==> src/rtl/instr_sequencer.sv <==
// Multi-cycle fetch/decode/execute controller for a 32-bit instruction word.
// Sequences instruction fetch, register-file strobes and ALU start/done handshakes.
module instr_sequencer #(
  parameter int              PC_W     = 8,
  parameter logic [PC_W-1:0] START_PC = '0
) (
  input  logic            clk,
  input  logic            rst,
  input  logic            start,
  output logic            imem_req,
  output logic [PC_W-1:0] imem_addr,
  input  logic            imem_ack,
  input  logic [31:0]     imem_data,
  input  logic [3:0]      flags_in,
  output logic [4:0]      rf_addr,
  output logic            rf_rd_en,
  output logic            rf_wr_en,
  output logic            rf_wr_sel,
  output logic [15:0]     imm_data,
  output logic [3:0]      alu_op,
  output logic            alu_start,
  input  logic            alu_done,
  output logic [PC_W-1:0] pc,
  output logic            busy,
  output logic            halted,
  output logic [15:0]     retired
);

  localparam logic [2:0] S_IDLE   = 3'd0;
  localparam logic [2:0] S_FETCH  = 3'd1;
  localparam logic [2:0] S_DECODE = 3'd2;
  localparam logic [2:0] S_EXEC   = 3'd3;
  localparam logic [2:0] S_WB     = 3'd4;
  localparam logic [2:0] S_HALT   = 3'd5;

  logic [2:0]      state_q, state_d;
  logic [PC_W-1:0] pc_q, pc_d;
  logic [31:0]     ir_q, ir_d;
  logic [15:0]     retired_q, retired_d;
  logic            exec_first_q, exec_first_d;

  logic [3:0] cond_mask_s;
  logic [3:0] opcode_s;
  logic [2:0] ctl_s;
  logic       cond_fail_s;
  logic       is_halt_s;
  logic       is_branch_s;

  assign cond_mask_s = ir_q[3:0];
  assign opcode_s    = ir_q[7:4];
  assign ctl_s       = ir_q[10:8];
  assign cond_fail_s = (cond_mask_s != 4'd0) && ((flags_in & cond_mask_s) == 4'd0);
  assign is_halt_s   = (opcode_s == 4'hF) && (ctl_s == 3'b000);
  assign is_branch_s = (opcode_s == 4'hE) && (ctl_s == 3'b000);

  // Next-state logic; DECODE resolves skip, halt, branch, execute in priority order.
  always_comb begin
    state_d      = state_q;
    pc_d         = pc_q;
    ir_d         = ir_q;
    retired_d    = retired_q;
    exec_first_d = exec_first_q;
    case (state_q)
      S_IDLE, S_HALT: begin
        if (start) begin
          pc_d      = START_PC;
          retired_d = 16'd0;
          state_d   = S_FETCH;
        end else begin
          state_d = state_q;
        end
      end
      S_FETCH: begin
        if (imem_ack) begin
          ir_d    = imem_data;
          state_d = S_DECODE;
        end else begin
          state_d = S_FETCH;
        end
      end
      S_DECODE: begin
        if (cond_fail_s) begin
          pc_d    = pc_q + PC_W'(1);
          state_d = S_FETCH;
        end else if (is_halt_s) begin
          retired_d = retired_q + 16'd1;
          state_d   = S_HALT;
        end else if (is_branch_s) begin
          pc_d      = ir_q[16 +: PC_W];
          retired_d = retired_q + 16'd1;
          state_d   = S_FETCH;
        end else begin
          exec_first_d = 1'b1;
          state_d      = S_EXEC;
        end
      end
      S_EXEC: begin
        exec_first_d = 1'b0;
        if ((opcode_s == 4'h0) || alu_done) begin
          state_d = S_WB;
        end else begin
          state_d = S_EXEC;
        end
      end
      S_WB: begin
        pc_d      = pc_q + PC_W'(1);
        retired_d = retired_q + 16'd1;
        state_d   = S_FETCH;
      end
      default: begin
        state_d = S_IDLE;
      end
    endcase
  end

  // State registers with synchronous reset.
  always_ff @(posedge clk) begin
    if (rst) begin
      state_q      <= S_IDLE;
      pc_q         <= '0;
      ir_q         <= 32'd0;
      retired_q    <= 16'd0;
      exec_first_q <= 1'b0;
    end else begin
      state_q      <= state_d;
      pc_q         <= pc_d;
      ir_q         <= ir_d;
      retired_q    <= retired_d;
      exec_first_q <= exec_first_d;
    end
  end

  // Strobes are decoded from state and IR so each lasts exactly one state cycle.
  assign imem_req  = (state_q == S_FETCH);
  assign imem_addr = pc_q;
  assign rf_rd_en  = (state_q == S_DECODE) && !cond_fail_s && !is_halt_s && !is_branch_s && ir_q[10];
  assign rf_wr_en  = (state_q == S_WB) && ir_q[9];
  assign rf_wr_sel = ir_q[8];
  assign alu_start = (state_q == S_EXEC) && exec_first_q && (opcode_s != 4'h0);
  assign rf_addr   = ir_q[15:11];
  assign imm_data  = ir_q[31:16];
  assign alu_op    = opcode_s;
  assign pc        = pc_q;
  assign busy      = (state_q != S_IDLE) && (state_q != S_HALT);
  assign halted    = (state_q == S_HALT);
  assign retired   = retired_q;

endmodule

==> config.mk <==
export PLATFORM = sky130hd
export DESIGN_NAME = instr_sequencer
export DESIGN_NICKNAME = d
export VERILOG_FILES = /design/src/rtl/instr_sequencer.sv
export SDC_FILE = /design/constraint.sdc
export NUM_CORES = 1
export LEC_CHECK = 0
export ABC_AREA = 1
export BUFFER_PORTS_ARGS = -buffer_cell sky130_fd_sc_hd__buf_2
export CAP_MARGIN = 20
export CORE_MARGIN = 4
export CORE_UTILIZATION = 51
export DETAILED_ROUTE_END_ITERATION = 16
export GPL_TIMING_DRIVEN = 0
export PLACE_DENSITY = 0.8
export RECOVER_POWER = 100
export SKIP_CTS_REPAIR_TIMING = 1
export SYNTH_ARGS = -nofsm -noshare
export SYNTH_HDL_FRONTEND = slang
export SYNTH_SLANG_ARGS = --single-unit
==> constraint.sdc <==
create_clock -name clk -period 2.04 [get_ports clk]
set_input_delay 0.102 -clock clk [delete_from_list [all_inputs] [get_ports clk]]
set_output_delay 0.102 -clock clk [all_outputs]
set_load 0.01 [all_outputs]
==> reports/qor.txt <==
Nets -> 665
Num ports -> 105
Max Clock Freq -> 523 MHz
Vias in the first global route -> 3303
DR vias -> 3520
Hold Path Class -> in -> reg
Critical path class -> reg -> out
CTS tree -> yes
Setup-failing EPs final -> 0
Worst Tran Pin Value -> 0.575 ns
CP max FO -> 9
Status -> finished clean
Met1 usage -> 27.4%
Maxcap violations -> 0
Clock Tree Root -> clkbuf_8
RSZ-0062 raised after global routing -> false
Final worst-path cycle share -> 93.7%
Synth area leader -> dfxtp_1
Comb power frac -> 16.0%
Placed Cells -> 686
Initial DRC Count -> 217
# DRC -> 0
Switching pwr -> 0.000839 W
Slew Viols, Final -> 0
Remaining global-route overflow -> 0
Final Hold Vio Count -> 0
Worst EP arrival -> 1.81 ns
Switching portion of total power -> 25.4%
Compound-Gate Fraction of Synth Area -> 11.3%
Via density -> 5.02
M2 GR Usage -> 39.5%
Req. time, crit path -> 1.94 ns
WL/cell -> 12.3 um
Maximum vdd drop -> 0.000519 V
Gpl congestion -> 0.887
Initial antenna violation count -> 0
Top cell type's share of synthesized area -> 36.7%
Initial Util -> 54.0%
Antenna viol nets, final -> 0
Dpl hpwl -> 6520 um
Share of cells above drive strength 1 -> 18.8%
Gr busiest metal -> met2
N_diodes -> 0
Number of port buffers -> 103
Post-synthesis mux area share -> 0%
Synth Area per Inst -> 6.45 um^2
Worst slew margin -> 61.4%
Drt first pass iters -> 5
Die Ht -> 88.1 um
Seq/Total Area, Yosys -> 36.7%
Clock power share -> 44.5%
CTS sink cnt -> 60
Die area -> 7770 um^2
Element type at the critical path start -> flip-flop
Post-synthesis cell count -> 508
P_leak -> 1.73 nW
Global-route met3 utilization -> 5.83%
Synth unique cells -> 25
CTS HTree Levels -> 3
Fin Setup TNS -> 0 ns
Internal power -> 0.00246 W
Tmin final -> 1.91 ns
CP endpoint kind -> primary output
Post-synth net total -> 551
Final cell count without fillers -> 701
Largest family of logic cells by synthesized area -> simple AND/OR/NAND/NOR gates
Post-Syn Area -> 3280 um^2
First-pass GRT wire length -> 14200 um
Num rows -> 28
Hold WS -> 0.00730 ns
CTS Buffer Depth -> 2
Inserted Clock Buffers -> 9
CORE AREA -> 6060 um^2
Ys Warns -> 0
Synth area leaders -> dfxtp_1, nor2_1, nand2_1
Clock Skews -> 0.0108 ns
Synth Area in Adders -> 0.764%
Synthesis-stage register bit count -> 60
GRT Overall Usage -> 22.9%
XOR/XNOR share of the synthesized area -> 2.94%
Area Growth Syn to Fin -> 24.6%
Post-Layout Inst Area -> 4080 um^2
Clock transition at path regs -> 0.07 ns
Pwr dens -> 807 nW/um^2
Routed wire length -> 8630 um
Placement Cell Area -> 3880 um^2
Flop pwr share -> 39.6%
Synth Area in Simple Gates -> 34.1%
Largest net degree at the start of global routing -> 11
Worst skew pair latency -> 0.34 ns
Die width -> 88.1 um
flip-flops by register name, summed over array words and instances (netlist names):
| signal | cells |
|---|---|
| exec_first_q | 1 |
| retired | 16 |
| imem_addr | 8 |
| ir_q | 32 |
| state_q | 3 |
metrics by stage:
stage | util, % | worst slack [ns] | total power (W)
after global placement | 64.1 | 0.387 | 0.00186
after global routing | 67.4 | 0.0185 | 0.00344
after floorplan | - | 0.532 | 0.00169
after detailed placement | 64.1 | 0.304 | 0.00188
after CTS | 68.6 | 0.144 | 0.00333
final | 67.4 | 0.129 | 0.00330
cells in the final DEF (no fill, tap or decap), types with 3 or more instances in the layout:
cell type    n
dfxtp_1     60
clkbuf_4    13
xor2_1       5
o21ai_0     47
buf_4       20
clkbuf_1    58
a21oi_1     21
nand4_1      5
nand3_1     19
nor3_1       4
inv_1       31
buf_2       56
clkbuf_2     3
clkbuf_8    11
nor2_1     128
nand2_1    116
inv_2        3
xnor2_1      6
bufinv_16    4
metal layers:
layer / vias to the layer above / part of all wire [%]
met2: 106 / 48
li1: 1790 / -
met5: - / 0
met4: 0 / 1.6
met3: 15 / 6.6
met1: 1609 / 44
synth_stat cells (all sizes together):
library cell,n
ha,2
o21ai,49
nand4,5
nor3,4
o21bai,2
a31oi,1
dfxtp,60
xnor2,6
inv,34
clkbuf,7
nand2,118
buf,42
a21oi,21
xor2,5
nor2,132
nand3,20
power by group through the flow:
| stage | clock [W] | combinational [W] | sequential, W |
|---|---|---|---|
| 4_1_cts | 0.00147 | 0.000549 | 0.00130 |
| 6_report | 0.00147 | 0.000527 | 0.00130 |
| 2_1_floorplan | 0 | 0.000360 | 0.00132 |
| 5_1_grt | 0.00153 | 0.000594 | 0.00131 |
| 3_3_place_gp | 0 | 0.000535 | 0.00133 |
| 3_5_place_dp | 0 | 0.000546 | 0.00133 |
cell type report:
type | count | area (um^2)
buffer | 49 | 323
clock inverter | 4 | 120
timing repair buffer | 103 | 453
multi-input combinational | 365 | 1610
tap | 75 | 93.8
sequential | 60 | 1200
fill | 565 | 1980
inverter | 34 | 128
clock buffer | 11 | 151
worst max-delay path, cell delays in order (launching register included):
cell and delay (ns):
dfxtp_1 0.35, inv_2 0.10, nand2_2 0.09, nor2_4 0.21, nand2_1 0.10, nor2_1 0.20, nand2_1 0.12, nor2_1 0.15
clkbuf_2 0.16
cell families after synthesis:
| group | after synthesis |
|---|---|
| buffers and inverters | 83 |
| AOI/OAI and AO/OA | 73 |
| xor gates and xnor gates | 11 |
| and+or+nand+nor | 279 |
| DFF | 60 |
| adders and majority gates | 2 |
final timing paths:
kind	startpoint	end	slack, ns	cells after the start
worst max register to register	state_q[2]	retired[14]	0.20	7
worst max-delay path	state_q[2]	rf_rd_en	0.13	8
worst min-delay path	imem_data[1]	ir_q[1]	0.007	3
worst min register to register	ir_q[23]	ir_q[23]	0.48	2
Power figures use the tool's default switching activity.
